**src/rtl/aes_rcon_sched_if.sv**
```systemverilog
// Key-schedule word sequencer bus: load/advance controls in, per-word schedule fields out.
// Handshake: a word transfers on the rising edge where out_valid && adv; otherwise every output holds.
interface aes_rcon_sched_if #(
  parameter int OUT_W = 32,
  parameter int IDX_W = 6
);
  logic             kld;
  logic [1:0]       key_size;
  logic             adv;
  logic [OUT_W-1:0] out;
  logic             out_valid;
  logic             rcon_use;
  logic             sub_only;
  logic [IDX_W-1:0] word_idx;
  logic             last;
  logic             done;
  logic [1:0]       state_dbg;

  modport master (
    output kld, key_size, adv,
    input  out, out_valid, rcon_use, sub_only, word_idx, last, done, state_dbg
  );

  modport slave (
    input  kld, key_size, adv,
    output out, out_valid, rcon_use, sub_only, word_idx, last, done, state_dbg
  );
endinterface

```
**src/rtl/aes_rcon_sched.sv**
```systemverilog
// AES-128/192/256 key-schedule word sequencer with on-the-fly Rcon (xtime, no table).
// One expanded-key word per accepted advance; flags RotWord+SubWord+Rcon and SubWord-only words.
module aes_rcon_sched #(
  parameter logic [7:0] RC_POLY = 8'h1b,
  parameter logic [7:0] RC_INIT = 8'h01,
  parameter int         OUT_W   = 32,
  parameter int         IDX_W   = 6
) (
  input logic              clk,
  input logic              rst,
  aes_rcon_sched_if.slave  bus
);

  typedef enum logic [1:0] {IDLE = 2'd0, RUN = 2'd1, DONE = 2'd2} state_t;

  state_t           state;
  logic [3:0]       nk;
  logic [2:0]       phase;
  logic [7:0]       rcon;

  logic [3:0]       ld_nk;
  logic [IDX_W-1:0] idx_nx;
  logic [2:0]       phase_nx;
  logic [7:0]       rcon_nx;
  logic             xfer;

  function automatic logic [IDX_W-1:0] final_idx(input logic [3:0] n);
    case (n)
      4'd6:    final_idx = IDX_W'(51);
      4'd8:    final_idx = IDX_W'(59);
      default: final_idx = IDX_W'(43);
    endcase
  endfunction

  function automatic logic [OUT_W-1:0] pack_out(input logic [7:0] rc, input logic use_rc);
    pack_out = '0;
    if (use_rc) pack_out[OUT_W-1 -: 8] = rc;
  endfunction

  always_comb begin
    case (bus.key_size)
      2'd1:    ld_nk = 4'd6;
      2'd2:    ld_nk = 4'd8;
      default: ld_nk = 4'd4;
    endcase
    idx_nx   = bus.word_idx + {{(IDX_W-1){1'b0}}, 1'b1};
    phase_nx = ({1'b0, phase} == nk - 4'd1) ? 3'd0 : phase + 3'd1;
    // Rcon steps once per Nk words, on leaving the word that consumed it.
    rcon_nx  = (phase == 3'd0) ? ({rcon[6:0], 1'b0} ^ (rcon[7] ? RC_POLY : 8'h00)) : rcon;
    xfer     = (state == RUN) && bus.adv && bus.out_valid;
  end

  always_ff @(posedge clk) begin
    if (rst) begin
      state         <= IDLE;
      nk            <= 4'd4;
      phase         <= 3'd0;
      rcon          <= RC_INIT;
      bus.out       <= '0;
      bus.out_valid <= 1'b0;
      bus.rcon_use  <= 1'b0;
      bus.sub_only  <= 1'b0;
      bus.word_idx  <= '0;
      bus.last      <= 1'b0;
      bus.done      <= 1'b0;
    end else if (bus.kld) begin
      // Word Nk always starts a group and is never the final word.
      state         <= RUN;
      nk            <= ld_nk;
      phase         <= 3'd0;
      rcon          <= RC_INIT;
      bus.out       <= pack_out(RC_INIT, 1'b1);
      bus.out_valid <= 1'b1;
      bus.rcon_use  <= 1'b1;
      bus.sub_only  <= 1'b0;
      bus.word_idx  <= IDX_W'(ld_nk);
      bus.last      <= 1'b0;
      bus.done      <= 1'b0;
    end else if (xfer) begin
      if (bus.last) begin
        state         <= DONE;
        bus.out       <= '0;
        bus.out_valid <= 1'b0;
        bus.rcon_use  <= 1'b0;
        bus.sub_only  <= 1'b0;
        bus.last      <= 1'b0;
        bus.done      <= 1'b1;
      end else begin
        phase         <= phase_nx;
        rcon          <= rcon_nx;
        bus.word_idx  <= idx_nx;
        bus.out       <= pack_out(rcon_nx, phase_nx == 3'd0);
        bus.rcon_use  <= (phase_nx == 3'd0);
        bus.sub_only  <= (nk == 4'd8) && (phase_nx == 3'd4);
        bus.last      <= (idx_nx == final_idx(nk));
      end
    end
  end

  assign bus.state_dbg = state;

endmodule
```
**src/flat_wrapper.sv**
```systemverilog
// flat-port wrapper written by rule: the top's interface ports become plain ports
module aes_rcon_sched_flat 
#(
  parameter logic [7:0] RC_POLY = 8'h1b,
  parameter logic [7:0] RC_INIT = 8'h01,
  parameter int         OUT_W   = 32,
  parameter int         IDX_W   = 6
)
  (clk, rst, bus_kld, bus_key_size, bus_adv, bus_out, bus_out_valid, bus_rcon_use, bus_sub_only, bus_word_idx, bus_last, bus_done, bus_state_dbg);
  aes_rcon_sched_if #(.OUT_W(OUT_W), .IDX_W(IDX_W)) bus_i ();
  input logic clk;
  input logic rst;
  input wire logic [$bits(bus_i.kld)-1:0] bus_kld;
  input wire logic [$bits(bus_i.key_size)-1:0] bus_key_size;
  input wire logic [$bits(bus_i.adv)-1:0] bus_adv;
  output wire logic [$bits(bus_i.out)-1:0] bus_out;
  output wire logic [$bits(bus_i.out_valid)-1:0] bus_out_valid;
  output wire logic [$bits(bus_i.rcon_use)-1:0] bus_rcon_use;
  output wire logic [$bits(bus_i.sub_only)-1:0] bus_sub_only;
  output wire logic [$bits(bus_i.word_idx)-1:0] bus_word_idx;
  output wire logic [$bits(bus_i.last)-1:0] bus_last;
  output wire logic [$bits(bus_i.done)-1:0] bus_done;
  output wire logic [$bits(bus_i.state_dbg)-1:0] bus_state_dbg;
  assign bus_i.kld = bus_kld;
  assign bus_i.key_size = bus_key_size;
  assign bus_i.adv = bus_adv;
  assign bus_out = bus_i.out;
  assign bus_out_valid = bus_i.out_valid;
  assign bus_rcon_use = bus_i.rcon_use;
  assign bus_sub_only = bus_i.sub_only;
  assign bus_word_idx = bus_i.word_idx;
  assign bus_last = bus_i.last;
  assign bus_done = bus_i.done;
  assign bus_state_dbg = bus_i.state_dbg;
  aes_rcon_sched #(.RC_POLY(RC_POLY), .RC_INIT(RC_INIT), .OUT_W(OUT_W), .IDX_W(IDX_W)) u_core (.clk(clk), .rst(rst), .bus(bus_i));
endmodule
```
**config.mk**
```make
export PLATFORM = sky130hd
export DESIGN_NAME = aes_rcon_sched_flat
export DESIGN_NICKNAME = d
export VERILOG_FILES = /design/src/rtl/aes_rcon_sched_if.sv /design/src/rtl/aes_rcon_sched.sv /design/src/flat_wrapper.sv
export SDC_FILE = /design/constraint.sdc
export NUM_CORES = 1
export LEC_CHECK = 0
export ABC_AREA = 1
export BUFFER_PORTS_ARGS = -buffer_cell sky130_fd_sc_hd__buf_4
export CORE_MARGIN = 4
export CORE_UTILIZATION = 55
export CTS_BUF_LIST = sky130_fd_sc_hd__clkbuf_8
export CTS_CLUSTER_SIZE = 12
export DETAILED_ROUTE_END_ITERATION = 8
export PLACE_DENSITY = 0.81
export SLEW_MARGIN = 25
export SYNTH_ARGS = -nofsm -noshare
export SYNTH_HDL_FRONTEND = slang
export SYNTH_SLANG_ARGS = --single-unit
```
**constraint.sdc**
```tcl
create_clock -name clk -period 3.1 [get_ports clk]
set_input_delay 0.155 -clock clk [delete_from_list [all_inputs] [get_ports clk]]
set_output_delay 0.155 -clock clk [all_outputs]
set_load 0.01 [all_outputs]
```
==> results of run 1 <==
## per-layer routing
layer / GRT usage, % / up-vias / wire, um / share of wire (%)
met4: 5.316 / 0 / 48 / 1.3
met5: 0 / - / 0 / 0
met2: 29.57 / 53 / 1768 / 46
met3: 5.824 / 7 / 278 / 7.3
met1: 22.88 / 714 / 1717 / 45
li1: - / 828 / - / -
## layout make-up
class | count | area [um2]
fill | 306 | 1211
tap | 46 | 57.56
timing repair buffer | 27 | 202.7
multi-input combinational | 183 | 994.7
inverter | 32 | 120.1
sequential | 33 | 660.6
clock buffer | 6 | 82.58
clock inverter | 2 | 33.78
## where the power goes
group | switching [mW] | internal (mW)
registers | 0.0133 | 0.437
clock network | 0.154 | 0.259
logic | 0.0835 | 0.0411
total | 0.251 | 0.736
## sequential cells by signal (all words and copies together), names as in the netlist
signal / cells
u_core.bus.done: 1
u_core.phase: 3
u_core.bus.last: 1
u_core.bus.rcon_use: 1
u_core.bus.sub_only: 1
u_core.bus.state_dbg: 1
u_core.bus.word_idx: 6
u_core.bus.out: 8
u_core.rcon: 8
u_core.nk: 3
## worst max-delay path by stage
stage / start / to / slack [ns]
2_1_floorplan: u_core.nk[1] / u_core.bus.out[31] / 1.62
3_3_place_gp: u_core.phase[0] / u_core.rcon[1] / 1.38
3_5_place_dp: u_core.phase[0] / u_core.rcon[1] / 1.31
4_1_cts: u_core.phase[0] / u_core.rcon[1] / 1.32
5_1_grt: u_core.phase[0] / u_core.bus.out[25] / 1.06
6_report: u_core.phase[0] / u_core.rcon[1] / 1.30
## cells in the final DEF (no fill, tap or decap), types with 2 or more instances in the layout
cell type	count
nand2_1	39
dfxtp_1	33
inv_1	27
buf_4	27
nor2_1	25
conb_1	24
a21oi_1	20
o21ai_0	18
nand3_1	9
ha_1	7
inv_2	6
a21oi_2	6
clkbuf_8	6
o21ai_1	5
o21a_1	5
nand2_4	4
a211oi_1	3
nor2_4	3
nand4_1	3
xor2_1	2
## per-stage QoR
step           worst slack, ns  hold WS [ns]
2_1_floorplan            1.618        0.2241
5_1_grt                  1.060       0.08894
3_5_place_dp             1.312        0.3874
6_report                 1.302       0.09145
4_1_cts                  1.318       0.08385
3_3_place_gp             1.382        0.3837
## synthesized netlist by cell type (2+ instances only)
| library cell | instances | area (um2) |
|---|---|---|
| buf_6 | 2 | 22.52 |
| o21ai_0 | 18 | 90.09 |
| nor2_4 | 3 | 33.78 |
| nand2_1 | 39 | 146.4 |
| a21oi_1 | 20 | 100.1 |
| dfxtp_1 | 33 | 660.6 |
| o21ai_1 | 5 | 25.02 |
| inv_2 | 6 | 22.52 |
| o21a_1 | 5 | 37.54 |
| nor2_1 | 25 | 93.84 |
| buf_2 | 3 | 15.01 |
| nand2_4 | 4 | 45.04 |
| nand3_1 | 9 | 45.04 |
| xor2_1 | 2 | 17.52 |
| ha_1 | 7 | 87.58 |
| inv_1 | 26 | 97.59 |
| nand4_1 | 3 | 18.77 |
| a211oi_1 | 3 | 22.52 |
| a21oi_2 | 6 | 52.55 |
| buf_4 | 27 | 202.7 |
## worst max-delay path, stage by stage, from the launching register on
cell	delay, ns
dfxtp_1	0.37
inv_1	0.08
ha_1	0.13
inv_1	0.03
nor2_1	0.48
o21ai_0	0.16
o21ai_0	0.18
a21oi_1	0.08
o21a_1	0.17
## logic make-up (layout without fill, tap and decap cells)
logic type	Yosys count	in the layout	synth area share, %
AOI/OAI and AO/OA	64	64	20.45
xor gates and xnor gates	3	3	1.359
other	1	24	0.1940
buffers and inverters	65	67	18.83
DFF	33	33	34.17
adders and majority gates	7	7	4.531
and+or+nand+nor	85	85	20.45
==> out/qor.yml, run 1 <==
run_status:
  status: "complete, no violations"
drt:
  vias: 1602
  drt_iter0_drc: 111
  dr.pass1.iters: 4
  vias_per_cell: 4.869
  drt-total-wl_um: 3813
  drc_errors: 0
  wire_per_inst_um: 11.59
  ant_nets: 0
floorplan:
  rows: 21
  die-area_um2: 4527
  die_height_um: 67.29
  die_w_um: 67.29
  initial_utilization_pct: 57.48
  core_region_area_um2: 3363
  ios: 51
sta:
  period_minus_slack_ns: 1.798
  finalCritPeriodShare_pct: 57.99
  finalHoldViolations: 0
  setup_viol: 0
  skew_ns: 0.004942
  report.final.slew_viol_count: 0
  rsz0062_at_grt: "no"
  slew_headroom_pct: 57.69
  fin_setup_tns_ns: 0
  tightest_slew_ns: 0.6323
  max_freq_mhz: 556.3
cells_and_area:
  stdcell_count: 329
  syn2layout_area_growth_pct: 11.33
  post_route_cells_drive_above_1_share_pct: 20.49
  fin_nets: 295
  fin_util_pct: 63.99
  antennaDiodeCount: 0
  fin_area_um2: 2152
clocking:
  cts_setup_buffers: 0
  cts_resized: 0
  clock_latency_ns: 0.28
  clockBufferDepth: 2
  clkTransAtPathRegs_ns: 0.07
  holdBufCountCts: 0
  cts_made_buffers: 5
  root_buffer: "clkbuf_8"
  tritoncts: "built"
  numClockSinks: 33
  htree_levels: 2
yosys:
  syn_inst: 258
  synth_flop_cell: "dfxtp_1"
  synth_edf_count: 0
  syn_area_um2: 1933
  async_reset_ff_share_pct: 0
  synth_cell_type_count: 32
  avgSynthCellArea_um2: 7.493
  ys_seq_elements: 33
  yosysWarningCount: 0
  ys_seq_area_share_pct: 34.17
place:
  numPlacedInstances: 321
  gp_congestion: 0.8480
  portBuffers: 26
  dpl_cell_area_um2: 2036
  hpwl_um: 2842
setup_path:
  rr_endpoint: "u_core.rcon[1]"
  end_kind: "flop"
  required_ns: 3.28
  worstPathArrival_ns: 1.98
  worstRegToRegCells: 8
  critical_path_class: "reg -> reg"
  reg2reg_setup_slack_ns: 1.30
  worstPathMaxFanout: 12
  r2r-start: "u_core.phase[0]"
  startpoint_type: "flop"
global_route:
  grt_pass1_wl_um: 6154
  grt_pass1_vias: 1395
  overflow: 0
  antenna_found_initial: 0
  grt.total_usage_pct: 18.15
  grt_max_degree: 23
worst_hold_path:
  holdCritPathClass: "in -> reg"
  whs_endpoint: "u_core.bus.state_dbg[0]"
  min_from: "rst"
  hold_depth: 2
pwr:
  leakage_nw: 0.9796
  power_mw: 0.9870
  vdd_ir_drop_max_mv: 0.3355
  power_density_nw_per_um2: 458.6
job:
  max_cap_viol_count: 0
No activity file was read; power rests on OpenSTA's default activity.
==> run 2: changes to the inputs <==
- CORE_UTILIZATION: 55 -> 49
- PLACE_DENSITY: 0.81 -> 0.76
- clock period: 3.1 -> 1.6 ns (I/O delays scaled with it)
==> run 2 against run 1 <==
Compared with the run above:
- sequential share of layout area down 2.5 points
- sequential power is 93% higher
- die area increased by 11%
- count of clock-buffer cells in the layout decreased by 1
- highest routed layer unchanged
- largest cell class unchanged
- critical path type unchanged
- maximum frequency rose by 18%
- critical path depth increased by 3
==> out/qor.yml, run 2 (synthesis gave the netlist of run 1 again) <==
floorplan:
  rows: 22  # was 21
  ios: 51  # unchanged
  die_w_um: 70.81  # was 67.29 um
  initial_utilization_pct: 51.64  # was 57.48%
  core_region_area_um2: 3744  # was 3363 um2
  die_height_um: 70.81  # was 67.29 um
  die-area_um2: 5014  # was 4527 um2
pwr:
  leakage_nw: 1.057  # was 0.9796 nW
  p_clk_share_pct: 44.6  # was 41.8%
  vdd_ir_drop_max_mv: 0.5868  # was 0.3355 mV
  power_density_nw_per_um2: 889.7  # was 458.6 nW/um2
  swShare_pct: 24.90  # was 25.39%
  p_int_mw: 1.573  # was 0.7364 mW
  combPwrFrac_pct: 13.9  # was 12.6%
  power_mw: 2.095  # was 0.9870 mW
  switchingPower_mw: 0.5216  # was 0.2507 mW
  pwr-share-seq_pct: 41.5  # was 45.6%
cells_and_area:
  fin_area_um2: 2355  # was 2152 um2
  fin_util_pct: 62.90  # was 63.99%
  fin_nets: 310  # was 295
  layout_commonest_cell: "buf_4"  # was nand2_1
  stdcell_count: 346  # was 329
  largestRegisters: "u_core.bus.out x8, u_core.rcon x8, u_core.bus.word_idx x6"  # unchanged
  antennaDiodeCount: 0  # unchanged
  post_route_cells_drive_above_1_share_pct: 30.54  # was 20.49%
  most-common-layout-cells: "buf_4 (41), nand2_1 (37), dfxtp_1 (30)"  # was nand2_1 (39), dfxtp_1 (33), inv_1 (27), buf_4 (27), nor2_1 (25)
  syn2layout_area_growth_pct: 21.81  # was 11.33%
global_route:
  grt_max_degree: 17  # was 23
  overflow: 0  # unchanged
  antenna_found_initial: 0  # unchanged
  grt_pass1_wl_um: 7051  # was 6154 um
  grt.total_usage_pct: 17.51  # was 18.15%
  grt_pass1_vias: 1554  # was 1395
clocking:
  clkTransAtPathRegs_ns: 0.07  # about the same
  root_buffer: "clkbuf_8"  # unchanged
  numClockSinks: 33  # unchanged
  tritoncts: "built"  # unchanged
  cts_made_buffers: 5  # unchanged
  clock_latency_ns: 0.29  # was 0.28 ns
  htree_levels: 2  # unchanged
  clockBufferDepth: 2  # unchanged
sta:
  postLayoutSetupSlackWorst_ns: 0.07950  # was 1.302 ns
  slew_headroom_pct: 63.60  # was 57.69%
  finalHoldViolations: 0  # unchanged
  tightest_slew_ns: 0.5453  # was 0.6323 ns
  hold_slack_ns: 0.01780  # was 0.09145 ns
  rsz0062_at_grt: "yes"  # was no
  fin_setup_tns_ns: 0  # unchanged
  report.final.slew_viol_count: 0  # unchanged
  max_freq_mhz: 657.7  # was 556.3 MHz
  period_minus_slack_ns: 1.521  # was 1.798 ns
  finalCritPeriodShare_pct: 95.03  # was 57.99%
  skew_ns: 0.007949  # was 0.004942 ns
  setup_viol: 0  # unchanged
place:
  hpwl_um: 3055  # was 2842 um
  numPlacedInstances: 333  # was 321
  dpl_cell_area_um2: 2113  # was 2036 um2
  portBuffers: 26  # unchanged
  gp_congestion: 0.9124  # was 0.8480
  dp_slack_ns: -0.03122  # was 1.312 ns
drt:
  dr.pass1.iters: 4  # unchanged
  vias: 1699  # was 1602
  vias_per_cell: 4.910  # was 4.869
  wire_per_inst_um: 12.09  # was 11.59 um
  ant_nets: 0  # unchanged
  drt_iter0_drc: 80  # was 111
  drc_errors: 0  # unchanged
  drt-total-wl_um: 4184  # was 3813 um
setup_path:
  critical_path_class: "reg -> reg"  # unchanged
  crit_start: "u_core.nk[1]"  # was u_core.phase[0]
  worstPathMaxFanout: 4  # was 12
  required_ns: 1.82  # was 3.28 ns
  end_kind: "flop"  # unchanged
  worstPathArrival_ns: 1.74  # was 1.98 ns
  r2r-start: "u_core.nk[1]"  # was u_core.phase[0]
  startpoint_type: "flop"  # unchanged
worst_hold_path:
  holdCritPathClass: "in -> reg"  # unchanged
  min_from: "rst"  # unchanged
job:
  max_cap_viol_count: 0  # unchanged
run_status:
  status: "complete, no violations"  # unchanged
run 2: power by group through the flow:
stage          clock network, mW  registers (mW)  logic (mW)
2_1_floorplan                  0           0.891       0.221
6_report                   0.935           0.869       0.291
4_1_cts                    0.955           0.868       0.277
5_1_grt                    0.985           0.872       0.325
3_3_place_gp                   0           0.885       0.258
3_5_place_dp                   0           0.886       0.263
run 2: routing by layer:
metal	global-route usage (%)	vias to the layer above	share of wire, %
met1	22.17	754	42
met3	3.267	11	8.1
met4	9.603	0	2.5
met5	0	-	0
li1	-	864	-
met2	28.01	70	47
run 2: final timing paths:
| kind | slack, ns | endpoint | depth (start not counted) |
|---|---|---|---|
| hold reg to reg | 0.47 | u_core.rcon[5] | 2 |
| setup reg to reg | 0.08 | u_core.bus.out[25] | 11 |
| hold / removal | 0.02 | u_core.bus.out[24] | 2 |
| setup / recovery | 0.08 | u_core.bus.out[25] | 11 |
run 2: repair_timing:
action / 4_1_cts / 5_1_grt
pin swaps: 3 / 10
hold buffers: 0 / 0
resized for setup: 8 / 15
endpoints found under the setup margin: 9 / 13
setup buffers: 2 / 3
run 2: area by class of cell:
type                       count  area (um2)
clock buffer                   5       68.82
clock inverter                 3       65.06
fill                         335        1389
inverter                      32       128.9
multi-input combinational    183        1049
sequential                    33       664.4
tap                           48       60.06
timing repair buffer          42       319.1
run 2: worst max-delay path, cell delays in order (launching register included):
cell	delay [ns]
dfxtp_2	0.36
inv_4	0.05
ha_4	0.24
nand2_2	0.06
nand2_2	0.06
nor2_4	0.11
nand2_4	0.08
nand2_4	0.08
nand2_4	0.07
nor2_4	0.15
nand2_1	0.08
a21oi_2	0.10
